--- src/rtl/pipe_field_scroller.sv ---
// rtl/pipe_field_scroller.sv - scrolling COLS x ROWS pipe playfield with spawn port, spacing and pass scoring
// Optional step speed-up with score is compiled in by defining PIPE_FIELD_SPEEDUP_EN.
module pipe_field_scroller #(
  parameter int ROWS            = 16,
  parameter int COLS            = 16,
  parameter int STEP_CYCLES     = 8,
  parameter int MIN_STEP_CYCLES = 2,
  parameter int PIPE_SPACING    = 4,
  parameter int BIRD_COL        = 3
) (
  input  logic                       clk,
  input  logic                       reset,
  input  logic                       start,
  input  logic                       gameover,
  input  logic                       spawn_valid,
  input  logic [ROWS-1:0]            spawn_col,
  output logic                       spawn_ready,
  output logic [COLS-1:0][ROWS-1:0]  field,
  output logic                       step,
  output logic                       pass_pulse,
  output logic [7:0]                 score,
  output logic                       running
);

  localparam int CW = $clog2(STEP_CYCLES + 1);
  localparam int GW = $clog2(PIPE_SPACING + 1);
  localparam logic [GW-1:0] GAP_MAX = GW'(PIPE_SPACING - 1);

  typedef enum logic [1:0] {
    S_IDLE,
    S_RUN,
    S_FROZEN
  } state_t;

  state_t        state;
  state_t        state_next;
  logic [CW-1:0] step_cnt;
  logic [GW-1:0] gap_cnt;
  logic [CW-1:0] period;
  logic [CW-1:0] period_m1;
  logic          accept;

`ifdef PIPE_FIELD_SPEEDUP_EN
  logic [31:0] dec;
  always_comb begin
    dec = {26'd0, score[7:2]};
    if (dec + 32'(MIN_STEP_CYCLES) >= 32'(STEP_CYCLES))
      period = CW'(MIN_STEP_CYCLES);
    else
      period = CW'(32'(STEP_CYCLES) - dec);
  end
`else
  assign period = CW'(STEP_CYCLES);
`endif

  assign period_m1   = period - CW'(1);
  assign running     = (state == S_RUN);
  // gameover on the step cycle suppresses the step entirely
  assign step        = running && (step_cnt == period_m1) && !gameover;
  assign spawn_ready = step && (gap_cnt >= GAP_MAX);
  assign accept      = spawn_ready && spawn_valid;

  always_ff @(posedge clk or posedge reset) begin
    if (reset) state <= S_IDLE;
    else       state <= state_next;
  end

  always_comb begin
    state_next = state;
    case (state)
      S_IDLE:   if (start)    state_next = S_RUN;
      S_RUN:    if (gameover) state_next = S_FROZEN;
      S_FROZEN: if (start)    state_next = S_IDLE;
      default:  state_next = S_IDLE;
    endcase
  end

  always_ff @(posedge clk or posedge reset) begin
    if (reset) begin
      field      <= '0;
      score      <= '0;
      pass_pulse <= 1'b0;
      step_cnt   <= '0;
      gap_cnt    <= GAP_MAX;
    end else begin
      pass_pulse <= 1'b0;
      case (state)
        S_IDLE: begin
          if (start) begin
            step_cnt <= '0;
            gap_cnt  <= GAP_MAX;
          end
        end
        S_RUN: begin
          if (step) begin
            step_cnt <= '0;
            for (int c = 1; c < COLS; c++) field[c] <= field[c-1];
            field[0] <= accept ? spawn_col : '0;
            if (accept)
              gap_cnt <= '0;
            else if (gap_cnt < GAP_MAX)
              gap_cnt <= gap_cnt + GW'(1);
            if (field[BIRD_COL] != '0) begin
              pass_pulse <= 1'b1;
              if (score != 8'hFF) score <= score + 8'd1;
            end
          end else if (!gameover) begin
            // a shortened period can leave the counter past the new end; fire next cycle
            if (step_cnt > period_m1) step_cnt <= period_m1;
            else                      step_cnt <= step_cnt + CW'(1);
          end
        end
        S_FROZEN: begin
          if (start) begin
            field    <= '0;
            score    <= '0;
            step_cnt <= '0;
          end
        end
        default: ;
      endcase
    end
  end

endmodule
--- config.mk ---
export PLATFORM = sky130hd
export DESIGN_NAME = pipe_field_scroller
export DESIGN_NICKNAME = d
export VERILOG_FILES = /design/src/rtl/pipe_field_scroller.sv
export SDC_FILE = /design/constraint.sdc
export NUM_CORES = 1
export LEC_CHECK = 0
export CORE_MARGIN = 2
export CORE_UTILIZATION = 45
export CTS_BUF_LIST = sky130_fd_sc_hd__clkbuf_16
export DETAILED_ROUTE_END_ITERATION = 6
export DONT_BUFFER_PORTS = 1
export PLACE_DENSITY = 0.68
export SYNTH_ARGS = -nofsm -noshare
export SYNTH_HDL_FRONTEND = slang
export SYNTH_SLANG_ARGS = --single-unit
--- constraint.sdc ---
create_clock -name clk -period 11 [get_ports clk]
set_input_delay 0.55 -clock clk [delete_from_list [all_inputs] [get_ports clk]]
set_output_delay 0.55 -clock clk [all_outputs]
set_load 0.01 [all_outputs]
==> metrics.txt, run 1 <==
outcome completed; Setup-failing EPs final 0; wire length on met3 3.65 mm; Synth area leader dfrtp_1; share of the synthesized area in the top cell type 0.617; final WL 28.7 mm; post-synthesis cell type count 39; Longest Clk Path Bufs 3; Synth Area in Simple Gates 0.299; clk_skew 11.7 ps; first-pass GRT wire length 46.1 mm; Synthesized Nets 1217; die footprint 0.0258 mm2; cell area power density 169 mW/mm2; Final Critical Period 3740 ps; ranking of synthesized cells by area dfrtp_1 (62%), nand2_1 (17%), nand3_1 (11%); combinational family with the most area after synthesis simple AND/OR/NAND/NOR gates; Post-CTS Setup Inserts 0; layout cell share with drive strength beyond 1 0.0439; flop2flop setup slack 7260 ps; slew margin rel. 0.0732; setup TNS 0 ps; M1 WL 11.1 mm; Leak 6.54 nW; XOR/XNOR share of the synthesized area 0; Final Max Slew Viols 0; DRC Markers 0; critical path type flop to flop; diode count 0; FMAX 268 MHz; hpwl dp 18.1 mm; Synth Area in Adders 0.00453; CTS tree built; Mapped Area 0.0110 mm2; Resize count post-CTS 0; Die Ht 161 um; Avg Cell Area, Syn 9.26 um2; vias in the first global route 8030; H-tree depth 1; Synth Warn # 0; met2 WL post-DR 13.5 mm; Critical Path AT 4210 ps; port bufs 0; top layer in use met4; DR iter-0 viols 914; clk sink count 274; die width 161 um; commonest non-fill, non-tap cell in the layout nand2_1; commonest non-fill, non-tap cells in the layout nand2_1 (488), dfrtp_1 (272), nand3_1 (246); Worst setup EP type flop; FF+latch count, synth 274; crit path max fanout 94; GPL Wtd Cong 0.815; Area growth syn-to-layout 8.37%; Post-Syn Instances 1192; root buffer cell clkbuf_16; Initial Util 0.457; Primary FF master, synth dfrtp_1; crit start category flop; Worst Hold Class input pin to async pin; Tightest Pin Transition 1390 ps; 1st-pass router iterations 5; nets@finish 1167; routed via count 8297; Clock transition at path regs 60 ps; mux cell area share after synthesis 0.00363; Routed Antenna Nets 0; period utilization 0.340; worst endpoint required time 11470 ps; FP Rows 57; hold_buf cts 0; Hold WS 35.3 ps; Boundary Pins 289; largest net degree at the start of global routing 251; VDD IR max 0.153 mV; CTS Buf Count 29; final hold violations 0; Worst R2R Start step_cnt[0]$_DFFE_PP0P_; vias per cell 5.59; Synth Area in Compound Gates 0.0330; max-capacitance violation count 0; worst r2r path cells 7; Final Util 0.495; initial antenna violation count 0; GRT Total Usage 0.218; sequential area share after synthesis 0.621; reg-to-reg endpoint score[1]$_DFFE_PP0P_; Post-synth EDFFs 0; asr flop ratio synth 1.00; global route total overflow 0; Core ar. 0.0242 mm2; Routed WL per cell 19.3 um; clk_lat worst skew 530 ps; RSZ-0062 raised after global routing false
-- worst max path at each step --
stage / from / endpoint / slack (ps) / depth (start not counted)
floorplan: reset / field[0]$_DFFE_PP0P_ / 2900 / 1
global placement: step_cnt[0]$_DFFE_PP0P_ / score[1]$_DFFE_PP0P_ / 7350 / 7
detailed placement: step_cnt[0]$_DFFE_PP0P_ / score[1]$_DFFE_PP0P_ / 7310 / 7
CTS: state[1]$_DFFE_PP0P_ / spawn_ready / 7260 / 4
global route: step_cnt[0]$_DFFE_PP0P_ / field[252]$_DFFE_PP0P_ / 7030 / 7
finish: step_cnt[0]$_DFFE_PP0P_ / score[1]$_DFFE_PP0P_ / 7260 / 7
-- metal layers --
metal	vias up	global-route usage
met4	0	0.0393
met3	39	0.0992
met2	341	0.352
met1	4097	0.275
met5	-	0
li1	3820	-
-- registers in the layout, summed over array words and instances (netlist names) --
signal	cells
field	256
gap_cnt	3
pass_pulse	1
score	8
state	2
step_cnt	4
-- layout make-up --
cell class / instances / area [um2]
inverter: 6 / 37.5
tap: 324 / 405
timing repair buffer: 6 / 57.6
sequential: 274 / 6860
fill: 2237 / 12200
clock buffer: 29 / 726
clock inverter: 21 / 120
multi-input combinational: 825 / 3760
-- cell families (layout without fill, tap and decap cells) --
kind of cell               after synthesis  in the layout
AOI/OAI and AO/OA                       47             47
adders and majority gates                4              4
buffers and inverters                   93             62
muxes                                    4              4
and+or+nand+nor                        770            770
DFF                                    274            274
-- critical path, cell delays in order, from the launching register on --
cell and delay, ps:
dfrtp_1 410, ha_1 240, and3b_1 290, nand2_4 610, buf_4 790, buf_4 870, o311a_1 240, a31o_2 90
-- power by group --
part           switching [mW]  internal (mW)  total, mW
clock                   0.385          0.497      0.882
combinational          0.0957         0.0189      0.115
sequential             0.0103           1.01       1.03
total                   0.491           1.53       2.02
-- cells in the mapped netlist, types with 4 or more instances --
cell type	number
ha_1	4
nand3_1	246
nand2b_1	7
a22o_1	17
a21oi_1	7
o31ai_1	4
o21ai_0	8
buf_1	19
buf_2	34
nor4_1	6
mux2i_1	4
inv_1	6
dfrtp_1	272
nand2_1	489
buf_4	10
clkbuf_1	24
nor2_1	7
-- stage by stage --
| step | instance area [um2] | instances | setup slack [ps] | power [mW] |
|---|---|---|---|---|
| 6_report | 12000 | 1485 | 7260 | 2.02 |
| 5_1_grt | 12000 | 1485 | 7030 | 2.10 |
| 4_1_cts | 12000 | 1485 | 7260 | 2.04 |
| 3_5_place_dp | 11100 | 1435 | 7310 | 1.16 |
| 3_3_place_gp | 11100 | 1435 | 7350 | 1.16 |
| 2_1_floorplan | 11000 | 1192 | 2900 | 1.13 |
Power figures use the tool's default switching activity.
==> inputs of run 2 (changes only) <==
Settings changed: PLACE_DENSITY 0.68 to 0.7.
Clock period 11 ns to 3.1 ns, I/O delays scaled along.
==> run 2 against run 1 <==
  * Sequential share of layout area shrank 2.3 points
  * Global-route usage increased by 0.77 points
  * Non-clock buffer count increased by 29
  * Utilization is 2.1 points higher
  * Register-to-register slack worse by 6300 ps
  * Sequential power rose to 3.5 times the previous value
  * Hold slack better by 260 ps
  * Combinational power increased to 4.0 times the previous value
  * Cell count increased by 2.0%
  * Setup slack worse by 6600 ps
==> metrics.txt, run 2 (synthesis results as in run 1) <==
Crit-path slowest cell inv_8; FMAX 403 MHz; Initial Util 0.457 (unchanged); non-filler instance count after layout 1514 (+2.0%); CP Buf/Inv Count 1 (-1); Leak 6.76 nW (+3.3%); crit path from step_cnt[0]$_DFFE_PP0P_; Final Max Slew Viols 0 (unchanged); layout filler cell count 2137 (-4.5%); final WL 29.2 mm (+1.9%); GRT Total Usage 0.226 (+0.00767); Setup-failing EPs final 0 (unchanged); Critical Path AT 2330 ps (-1880 ps); worst r2r path cells 7 (unchanged); slew margin rel. 0.139 (+0.0663); Clock transition at path regs 60 ps (about the same); worst endpoint required time 2940 ps (-8530 ps); 1st-pass router iterations 6 (+1); Boundary Pins 289 (unchanged); clk_lat worst skew 530 ps (about the same); clk_skew 6.75 ps (-4.98 ps); nets@finish 1195 (+2.4%); CTS Buf Count 28 (-3.4%); global route total overflow 0 (unchanged); Worst setup EP type output pin; crit-path max cell delay 400 ps (-470 ps); Die Ht 161 um (unchanged); Final Instance Area 0.0125 mm2 (+4.2%); vias per cell 5.58 (-0.20%); register area 0.00686 mm2 (unchanged); Hold WS 291 ps (+256 ps); VDD IR max 0.435 mV (+180%); diode count 0 (unchanged); crit path max fanout 76 (-19%); layout cell share with drive strength beyond 1 0.0563 (+0.0124); Routed WL per cell 19.3 um (about the same); max FFs per register 256 (unchanged); Setup WS post-layout 617 ps (-6650 ps); GPL Wtd Cong 0.831 (+1.9%); Tightest Pin Transition 1290 ps (-99.5 ps); commonest non-fill, non-tap cell in the layout nand2_1; period utilization 0.801; dpl cells 1443 (+0.56%); outcome completed; DR iter-0 viols 996 (+9.0%); root buffer cell clkbuf_16; DRC Markers 0 (unchanged); Core ar. 0.0242 mm2 (unchanged); reg-to-reg endpoint field[118]$_DFFE_PP0P_; port bufs 0 (unchanged); crit start category flop; cells along the critical path ha_1 -> and3b_1 -> nand2_4 -> inv_8 -> and2_1; commonest non-fill, non-tap cells in the layout nand2_1 (488), dfrtp_1 (272), nand3_1 (246); Longest Clk Path Bufs 3 (unchanged); hpwl dp 18.3 mm (+0.88%); CTS tree built; critical path type flop to output pin; final hold violations 0 (unchanged); Setup WS pre-CTS 936 ps (-6370 ps); Largest Register field; RSZ-0062 raised after global routing false; Area after DPL 0.0113 mm2 (+1.4%); Post-CTS Setup Inserts 0 (unchanged); initial antenna violation count 0 (unchanged); cell area power density 613 mW/mm2 (+260%); crit-path leading delay family simple AND/OR/NAND/NOR gates; Worst R2R Start step_cnt[0]$_DFFE_PP0P_; H-tree depth 1 (unchanged); die footprint 0.0258 mm2 (unchanged); Worst Hold Class input pin to async pin; max-capacitance violation count 0 (unchanged); vias in the first global route 8435 (+5.0%); Multi-input gate area 0.00376 mm2 (unchanged); clk sink count 274 (unchanged); FP Rows 57 (unchanged); largest net degree at the start of global routing 251 (unchanged); Final Critical Period 2480 ps; biggest regs field x256, score x8, step_cnt x4; first-pass GRT wire length 47.7 mm (+3.4%); flop2flop setup slack 920 ps (-6340 ps); routed via count 8442 (+1.7%); die width 161 um (unchanged); Routed Antenna Nets 0 (unchanged); Area growth syn-to-layout 12.9%
-- run 2: changes by cell type in the layout (fill, tap and decap cells not counted) --
cell	delta
buf_12	+8
bufinv_16	+5
clkinv_1	-4
clkinv_2	+4
clkinv_4	+1
dlygate4sd3_1	+21
inv_1	-4
inv_8	-2
-- run 2: metrics by stage --
| step | util | setup TNS, ps | power, mW |
|---|---|---|---|
| finish | 0.515 | 0 | 7.64 |
| global route | 0.515 | 0 | 7.93 |
| CTS | 0.515 | 0 | 7.74 |
| detailed placement | 0.466 | 0 | 4.13 |
| global placement | 0.466 | 0 | 4.12 |
| floorplan | - | -184080 | 4.02 |
-- run 2: area by class of cell --
type,instances,share of cell area
timing repair buffer,35,0.0343
clock inverter,21,0.0201
clock buffer,29,0.0582
sequential,274,0.550
inverter,6,0.00271
multi-input combinational,825,0.302
tap,324,0.0325
-- run 2: worst max-delay path by stage --
| stage | slack [ps] | depth (start not counted) | to |
|---|---|---|---|
| 2_1_floorplan | -680 | 1 | field[0]$_DFFE_PP0P_ |
| 3_3_place_gp | 1010 | 7 | field[96]$_DFFE_PP0P_ |
| 3_5_place_dp | 940 | 7 | field[118]$_DFFE_PP0P_ |
| 4_1_cts | 570 | 5 | spawn_ready |
| 5_1_grt | 480 | 5 | spawn_ready |
| 6_report | 620 | 5 | spawn_ready |
-- run 2: metal layers --
layer	GRT usage	routed length [um]
met1	0.285	11300
met2	0.369	13900
met3	0.0881	3400
met4	0.0541	630
met5	0	0
-- run 2: what timing repair did --
action / CTS / global route
endpoints found under the hold margin: 53 / 0
hold buffers: 21 / 0
resized for setup: 0 / 0
-- run 2: where the power goes --
group	total (mW)	internal, mW	leakage (nW)	switching (mW)
clock network	3.55	2.18	0.492	1.37
logic	0.455	0.101	2.44	0.354
registers	3.64	3.60	3.82	0.0377
